==> config.mk <==
export PLATFORM = sky130hd
export DESIGN_NAME = crc_stream_flat
export DESIGN_NICKNAME = d
export VERILOG_FILES = /design/src/rtl/crc_stream_if.sv /design/src/rtl/crc_stream.sv /design/src/flat_wrapper.sv
export SDC_FILE = /design/constraint.sdc
export NUM_CORES = 1
export LEC_CHECK = 0
export ABC_AREA = 1
export BUFFER_PORTS_ARGS = -buffer_cell sky130_fd_sc_hd__buf_4
export CAP_MARGIN = 30
export CORE_MARGIN = 4
export CORE_UTILIZATION = 40
export DETAILED_ROUTE_END_ITERATION = 6
export PLACE_DENSITY = 0.55
export SYNTH_ARGS = -nofsm -noshare
export SYNTH_HDL_FRONTEND = slang
export SYNTH_SLANG_ARGS = --single-unit
==> constraint.sdc <==
create_clock -name clk -period 1.5 [get_ports clk]
set_input_delay 0.075 -clock clk [delete_from_list [all_inputs] [get_ports clk]]
set_output_delay 0.075 -clock clk [all_outputs]
set_load 0.05 [all_outputs]
==> src/rtl/crc_stream_if.sv <==
// Framed beat bus around crc_stream: producer-side beat, sop/eop and ready in,
// registered beat, framing and CRC verdict out.
interface crc_stream_if #(
  parameter int DW = 2
);
  logic          in_valid;
  logic          in_ready;
  logic [DW-1:0] d;
  logic          sop;
  logic          eop;
  logic          out_valid;
  logic [DW-1:0] d_out;
  logic          sop_out;
  logic          eop_out;
  logic          crc_ok;
  logic          crc_err;

  modport master (
    output in_valid, d, sop, eop,
    input  in_ready, out_valid, d_out, sop_out, eop_out, crc_ok, crc_err
  );

  modport slave (
    input  in_valid, d, sop, eop,
    output in_ready, out_valid, d_out, sop_out, eop_out, crc_ok, crc_err
  );
endinterface

==> src/rtl/crc_stream.sv <==
// Streaming CRC over sop/eop framed DW-bit beats: appends the CRC as a trailer
// (MODE=0) or passes frames through and flags the residue check at eop (MODE=1).
module crc_stream #(
  parameter int               DW      = 2,
  parameter int               CRC_W   = 32,
  parameter logic [CRC_W-1:0] POLY    = 32'h04C11DB7,
  parameter logic [CRC_W-1:0] INIT    = '1,
  parameter logic [CRC_W-1:0] XOROUT  = '1,
  parameter logic [CRC_W-1:0] RESIDUE = 32'hC704DD7B,
  parameter int               MODE    = 0
) (
  input  logic         clk,
  input  logic         rst_n,
  crc_stream_if.slave  bus
);

  localparam int K     = CRC_W / DW;
  localparam int CNT_W = (K > 1) ? $clog2(K) : 1;

  if ((DW < 1) || ((CRC_W % DW) != 0)) begin : g_bad_dw
    $error("crc_stream: DW=%0d does not divide CRC_W=%0d", DW, CRC_W);
  end

  typedef enum logic [1:0] {IDLE, DATA, APPEND} state_t;

  state_t             state_reg, state_next;
  logic [CRC_W-1:0]   crc_reg, crc_next;
  logic [CRC_W-1:0]   trailer_reg, trailer_next;
  logic [CNT_W-1:0]   cnt_reg, cnt_next;
  logic               out_valid_reg, out_valid_next;
  logic [DW-1:0]      d_out_reg, d_out_next;
  logic               sop_out_reg, sop_out_next;
  logic               eop_out_reg, eop_out_next;
  logic               crc_ok_reg, crc_ok_next;
  logic               crc_err_reg, crc_err_next;
  logic               ready;
  logic               accept;
  logic [CRC_W-1:0]   crc_upd;

  // One LFSR step per beat bit, d[DW-1] first; a sop beat seeds from INIT.
  logic [CRC_W-1:0] crc_chain [DW+1];
  assign crc_chain[0] = bus.sop ? INIT : crc_reg;

  genvar gi;
  for (gi = 0; gi < DW; gi++) begin : g_bit
    logic fb;
    assign fb             = crc_chain[gi][CRC_W-1] ^ bus.d[DW-1-gi];
    assign crc_chain[gi+1] = {crc_chain[gi][CRC_W-2:0], 1'b0} ^ (fb ? POLY : '0);
  end

  assign crc_upd = crc_chain[DW];
  assign ready   = (MODE != 0) ? 1'b1 : (state_reg != APPEND);
  assign accept  = bus.in_valid & ready;

  always_comb begin
    state_next     = state_reg;
    crc_next       = crc_reg;
    trailer_next   = trailer_reg;
    cnt_next       = cnt_reg;
    out_valid_next = 1'b0;
    d_out_next     = '0;
    sop_out_next   = 1'b0;
    eop_out_next   = 1'b0;
    crc_ok_next    = 1'b0;
    crc_err_next   = 1'b0;
    case (state_reg)
      IDLE, DATA: begin
        // Beats outside a frame are dropped; a sop inside a frame restarts it.
        if (accept && (bus.sop || (state_reg == DATA))) begin
          crc_next       = crc_upd;
          out_valid_next = 1'b1;
          d_out_next     = bus.d;
          sop_out_next   = bus.sop;
          state_next     = DATA;
          if (bus.eop) begin
            if (MODE == 0) begin
              state_next   = APPEND;
              cnt_next     = '0;
              trailer_next = crc_upd ^ XOROUT;
            end else begin
              state_next   = IDLE;
              eop_out_next = 1'b1;
              crc_ok_next  = (crc_upd == RESIDUE);
              crc_err_next = (crc_upd != RESIDUE);
            end
          end
        end
      end
      APPEND: begin
        out_valid_next = 1'b1;
        d_out_next     = trailer_reg[CRC_W-1 -: DW];
        trailer_next   = trailer_reg << DW;
        cnt_next       = cnt_reg + CNT_W'(1);
        if (cnt_reg == CNT_W'(K - 1)) begin
          eop_out_next = 1'b1;
          cnt_next     = '0;
          state_next   = IDLE;
        end
      end
      default: state_next = IDLE;
    endcase
  end

  always_ff @(posedge clk) begin
    if (!rst_n) begin
      state_reg     <= IDLE;
      crc_reg       <= INIT;
      trailer_reg   <= '0;
      cnt_reg       <= '0;
      out_valid_reg <= 1'b0;
      d_out_reg     <= '0;
      sop_out_reg   <= 1'b0;
      eop_out_reg   <= 1'b0;
      crc_ok_reg    <= 1'b0;
      crc_err_reg   <= 1'b0;
    end else begin
      state_reg     <= state_next;
      crc_reg       <= crc_next;
      trailer_reg   <= trailer_next;
      cnt_reg       <= cnt_next;
      out_valid_reg <= out_valid_next;
      d_out_reg     <= d_out_next;
      sop_out_reg   <= sop_out_next;
      eop_out_reg   <= eop_out_next;
      crc_ok_reg    <= crc_ok_next;
      crc_err_reg   <= crc_err_next;
    end
  end

  assign bus.in_ready  = ready;
  assign bus.out_valid = out_valid_reg;
  assign bus.d_out     = d_out_reg;
  assign bus.sop_out   = sop_out_reg;
  assign bus.eop_out   = eop_out_reg;
  assign bus.crc_ok    = crc_ok_reg;
  assign bus.crc_err   = crc_err_reg;

endmodule
==> src/flat_wrapper.sv <==
// flat-port wrapper written by rule: the top's interface ports become plain ports
module crc_stream_flat 
#(
  parameter int               DW      = 2,
  parameter int               CRC_W   = 32,
  parameter logic [CRC_W-1:0] POLY    = 32'h04C11DB7,
  parameter logic [CRC_W-1:0] INIT    = '1,
  parameter logic [CRC_W-1:0] XOROUT  = '1,
  parameter logic [CRC_W-1:0] RESIDUE = 32'hC704DD7B,
  parameter int               MODE    = 0
)
  (clk, rst_n, bus_in_valid, bus_d, bus_sop, bus_eop, bus_in_ready, bus_out_valid, bus_d_out, bus_sop_out, bus_eop_out, bus_crc_ok, bus_crc_err);
  crc_stream_if #(.DW(DW)) bus_i ();
  input  logic clk;
  input  logic rst_n;
  input wire logic [$bits(bus_i.in_valid)-1:0] bus_in_valid;
  input wire logic [$bits(bus_i.d)-1:0] bus_d;
  input wire logic [$bits(bus_i.sop)-1:0] bus_sop;
  input wire logic [$bits(bus_i.eop)-1:0] bus_eop;
  output wire logic [$bits(bus_i.in_ready)-1:0] bus_in_ready;
  output wire logic [$bits(bus_i.out_valid)-1:0] bus_out_valid;
  output wire logic [$bits(bus_i.d_out)-1:0] bus_d_out;
  output wire logic [$bits(bus_i.sop_out)-1:0] bus_sop_out;
  output wire logic [$bits(bus_i.eop_out)-1:0] bus_eop_out;
  output wire logic [$bits(bus_i.crc_ok)-1:0] bus_crc_ok;
  output wire logic [$bits(bus_i.crc_err)-1:0] bus_crc_err;
  assign bus_i.in_valid = bus_in_valid;
  assign bus_i.d = bus_d;
  assign bus_i.sop = bus_sop;
  assign bus_i.eop = bus_eop;
  assign bus_in_ready = bus_i.in_ready;
  assign bus_out_valid = bus_i.out_valid;
  assign bus_d_out = bus_i.d_out;
  assign bus_sop_out = bus_i.sop_out;
  assign bus_eop_out = bus_i.eop_out;
  assign bus_crc_ok = bus_i.crc_ok;
  assign bus_crc_err = bus_i.crc_err;
  crc_stream #(.DW(DW), .CRC_W(CRC_W), .POLY(POLY), .INIT(INIT), .XOROUT(XOROUT), .RESIDUE(RESIDUE), .MODE(MODE)) u_core (.clk(clk), .rst_n(rst_n), .bus(bus_i));
endmodule
; ---- Word level (Yosys, flattened, before mapping)
; Index checks and enable logic that the tools add are counted.
[word_totals]
regBits = 75
inputBits = 7
word_cells = 51
output_inout_bits = 8
[op_classes]
n_reduce_logical = 10
n_addsub = 1
n_mux = 19
bitwise = 6
eq_ne = 7
[ops]
columns = op, count
row1 = $mux 32, 3
row2 = $pmux 32 s2, 1
row3 = $xor 32x32->32, 2
row4 = $mux 27, 2
row5 = $not 32->32, 1
row6 = $mux 4, 3
row7 = $mux 2, 4
row8 = $pmux 2 s2, 2
row9 = $pmux 4 s2, 1
row10 = $reduce_and 2->1, 3
row11 = $reduce_and 3->1, 2
row12 = $add 4x1->4 const B, 1
row13 = $eq 4x4->1 const B, 1
row14 = $ne 2x1->1 const B, 2
row15 = $ne 2x2->1 const B, 2
row16 = $eq 2x1->1 const B, 1
row17 = $eq 2x2->1 const B, 1
row18 = $logic_not 2->1, 1
row19 = $mux 1, 2
row20 = $pmux 1 s2, 1
row21 = $reduce_bool 2->1, 1
row22 = $reduce_or 2->1, 1
row23 = $xor 1x1->1, 2
row24 = $and 1x1->1, 1
row25 = 2 further kinds, 2

; ---- Logic depth before layout (Yosys ltp)
[depth]
depth_word = 11
mapped_depth = 11
mapped_depth_nobuf = 9

; ---- Worst setup path before layout
; No wires, ideal clock.
[synth_path]
kind = register -> register
start = register u_core.state_reg[1]
end = register u_core.trailer_reg[15]
path_stages_with_launch = 7
arrival_ns = 1.435
required_ns = 1.434
setup_ns = 0.066
path_buffers = 1
synth_period_minus_slack_ns = 1.501
setup_slack_ns = -0.001
cell_sequence = dfxtp_1 > inv_1 > nor2_2 > inv_2 > buf_1 > o221ai_1 > nor2_1
[synth_between]
elab_chain_cells = 5
word_cells_on_any_way = 13
classes_between = eq/ne (5) / mux (1) / bitwise (1) / reduce/logical (6)
[synth_lines]
columns = element, line
row1 = start: declaration, crc_stream.sv:26  ; state_t state_reg, state_next;
row2 = start signal: assignment, crc_stream.sv:117  ; state_reg <= state_next;
row3 = $ne 2x2->1, crc_stream.sv:52  ; assign ready = (MODE != 0) ? 1'b1 : (state_reg != APPEND);
row4 = net bus_in_ready, flat_wrapper.sv:20  ; output wire logic [$bits(bus_i.in_ready)-1:0] bus_in_ready;
row5 = $and 1x1->1, crc_stream.sv:53  ; assign accept = bus.in_valid & ready;
row6 = $logic_and 1x1->1, crc_stream.sv:69  ; if (accept && (bus.sop || (state_reg == DATA))) begin
row7 = $ne 2x1->1 (no source line), --
row8 = $reduce_and 3->1 (no source line), --
row9 = end signal: assignment, crc_stream.sv:119  ; trailer_reg <= trailer_next;
row10 = end: declaration, crc_stream.sv:28  ; logic [CRC_W-1:0] trailer_reg, trailer_next;
; The timed path passes the listed nets, and every way through them passes these cells.
; A chain may end at the register's enable or synchronous reset.

; ---- Worst setup path after layout
[layout_path]
start = input bus_d[0]
end = register u_core.trailer_reg[10]
[layout_between]
elab_chain_cells = 7
[layout_lines]
columns = element, line
row1 = start: declaration, flat_wrapper.sv:17  ; input wire logic [$bits(bus_i.d)-1:0] bus_d;
row2 = $xor 1x1->1, crc_stream.sv:47  ; assign fb = crc_chain[gi][CRC_W-1] ^ bus.d[DW-1-gi];
row3 = $mux 27, crc_stream.sv:48  ; assign crc_chain[gi+1] = {crc_chain[gi][CRC_W-2:0], 1'b0} ^ (fb ? POLY : '0);
row4 = $xor 32x32->32, crc_stream.sv:48
row5 = $not 32->32 (no source line), --
row6 = $mux 32, crc_stream.sv:75  ; if (bus.eop) begin
row7 = $mux 32, crc_stream.sv:69
row8 = $pmux 32 s2, crc_stream.sv:66  ; case (state_reg)
; Every way passes these cells. The select of a mux whose other input is x is not followed.

==> reports/metrics.yaml <==
detailed_routing:
  wirelength_um: 8240
  via_count: 2979
  ant_nets: 0
  drc_errors: 0
  drt-pass1-iter-count: 4
  vias_per_cell: 4.98
  wl_per_cell_um: 13.8
  drt_iter0_markers: 151
place:
  port-buffer-count: 12
  placed_area_mm2: 0.00365
  pre_cts_slack_ps: 70.3
  gp_congestion: 0.750
  hpwl_um: 5250
critical_path:
  regToRegSetupSlack_ps: 150
  critPathKind: "in2reg"
  end_kind: "register"
  critPathMaxFanout: 8
  ff2ff_path_depth: 9
  cp.required_ps: 1740
  r2r-start: "u_core.state_reg[1]$_SDFFE_PN0P_"
  crit_path_start_kind: "primary input"
  cp.arrival_ps: 1590
  rr_endpoint: "u_core.trailer_reg[16]$_SDFFE_PN0P_"
floorplan:
  initial_core_util_pct: 41.3
  dieArea_mm2: 0.0101
  die_w_um: 100
  rows: 33
  design.core.area_mm2: 0.00826
  ioPinCount: 15
  die-height_um: 100
finish:
  num_antenna_cells: 0
  drive_gt1_share_pct: 14.6
  area_delta_synth_final_pct: 15.4
  fin_area_mm2: 0.00394
  finalNetCount: 496
grt:
  grt_usage_pct: 17.7
  grt_max_degree: 33
  grt_pass1_vias: 2794
  grt.overflow.total: 0
  antenna_found_initial: 0
  grt_pass1_wl_um: 13900
pwr:
  ir_worst_vdd_mv: 0.624
  p_leak_nw: 1.64
  p_per_area_mw_per_mm2: 1220
status:
  outcome: "finished clean"
hold_path:
  hp-start: "bus_in_valid"
  hold_depth: 4
  min_to: "u_core.state_reg[0]$_SDFFE_PN0P_"
  hp-class: "in2reg"
sta:
  fin_crit_ps: 1350
  fmax_mhz: 739
  worst_slack_ps: 146
  tns_ps: 0
  post-route-period-util_pct: 90.3
  whs_ps: 19.3
  clock_skew_ps: 5.78
  maxSlewViolCount: 0
  hold_viol: 0
  setup_viol: 0
synthesis:
  synth_area_leaders: "dfxtp_1 (44%), nand2_1 (10%), nor2_1 (9.2%)"
  ys_warn_count: 0
  syn_area_per_cell_um2: 7.22
  synth.most_common_cell: "nand2_1"
  synth_top_flop_cell: "dfxtp_1"
  ys_seq_area_share_pct: 44.0
  synth-edff-count: 0
  synth_top_area_cell: "dfxtp_1"
  synth_cell_types: 34
  synth_cells: 472
  synthTopCellsByCount: "nand2_1 (91), nor2_1 (84), dfxtp_1 (75)"
  syn_area_mm2: 0.00341
  async_flop_share_pct: 0
  synth_top_area_share_pct: 44.0
  ys_ff_latch: 75
cts:
  cts-root-buf: "clkbuf_8"
  htreeDepth: 3
  cts_inserted_buffers: 9
  max-clock-path-buffers: 2
  cts.sinks: 75
  cts_tree: "yes"
  clock_latency_ps: 350
  clkTransAtPathRegs_ps: 80
flow_run:
  drv_cap: 0
==> critical path, cell delays in order <==
cell and delay, ps:
dlygate4sd3_1 540, buf_4 140, inv_1 40, nand2_1 60, nand2_2 120, buf_4 210, xor2_1 210, nor2_1 60
nor2_1 90, nor2_1 40
==> worst max-delay path by stage <==
stage	startpoint	slack, ps	to
floorplan	u_core.crc_reg[31]$_SDFFE_PN1P_	220	u_core.trailer_reg[3]$_SDFFE_PN0P_
global placement	u_core.state_reg[1]$_SDFFE_PN0P_	110	u_core.trailer_reg[31]$_SDFFE_PN0P_
detailed placement	u_core.state_reg[1]$_SDFFE_PN0P_	70	u_core.cnt_reg[0]$_SDFFE_PN0P_
CTS	u_core.state_reg[1]$_SDFFE_PN0P_	40	u_core.cnt_reg[0]$_SDFFE_PN0P_
global route	u_core.state_reg[1]$_SDFFE_PN0P_	-5	u_core.trailer_reg[17]$_SDFFE_PN0P_
finish	bus_d[0]	150	u_core.trailer_reg[10]$_SDFFE_PN0P_
==> cell usage in the layout (no fill, tap or decap), types with 2 or more instances in the layout <==
cell type  count
inv_1         36
bufinv_16      3
clkinv_2       2
a21oi_1       46
inv_2          3
xor2_1        11
o221ai_1       7
nand3_1       16
dfxtp_1       74
nor2_4         2
o21ai_1        4
o211ai_1       4
xnor2_1        3
clkbuf_8      10
nand2_2        7
buf_4         31
nor2_1        84
nor3_1         4
o21ai_0       25
conb_1         2
a21oi_2        2
nand2_1       90
buf_12         3
o22ai_1       10
==> metrics by stage <==
stage	instances	util [%]	power, mW
after global routing	598	47.7	5.04
after CTS	596	47.2	4.84
after floorplan	473	-	2.75
final	598	47.7	4.81
after global placement	579	44.2	2.93
after detailed placement	579	44.2	2.94
==> cell type report <==
| cell class | instances | area, um2 |
|---|---|---|
| clock buffer | 11 | 141 |
| clock inverter | 5 | 100 |
| fill | 865 | 4320 |
| inverter | 40 | 154 |
| multi-input combinational | 327 | 1600 |
| sequential | 75 | 1500 |
| tap | 105 | 131 |
| timing repair buffer | 35 | 303 |
==> routing by layer <==
| metal | track usage [%] | vias to the layer above | wire, um |
|---|---|---|---|
| li1 | - | 1549 | - |
| met1 | 22.8 | 1374 | 3880 |
| met2 | 29.3 | 45 | 3890 |
| met3 | 4.24 | 11 | 338 |
| met4 | 5.60 | 0 | 127 |
| met5 | 0 | - | 0 |
==> logic make-up (layout without fill, tap and decap cells) <==
kind of cell,Yosys count,in the layout,synth area share [%]
flip-flops,75,75,44.0
AND/OR/NAND/NOR,209,209,25.3
buffers and inverters,71,91,9.54
adder cells (fa/ha/maj),1,1,0.367
other,1,2,0.110
AO/OA/AOI/OAI,101,101,17.1
XOR/XNOR,14,14,3.60
==> what timing repair did <==
action	in CTS	in global routing
buffers inserted	0	2
gates resized for setup	0	5
endpoints found under the setup margin	0	21
hold buffers	1	0
endpoints found under the hold margin	1	0
==> report_power, final <==
| group | total, mW | switching (mW) | internal, mW |
|---|---|---|---|
| logic | 0.712 | 0.454 | 0.258 |
| registers | 2.19 | 0.0668 | 2.13 |
| clock network | 1.90 | 0.755 | 1.15 |
| total | 4.81 | 1.28 | 3.53 |
Note: power is estimated with default switching activity, not from simulation.
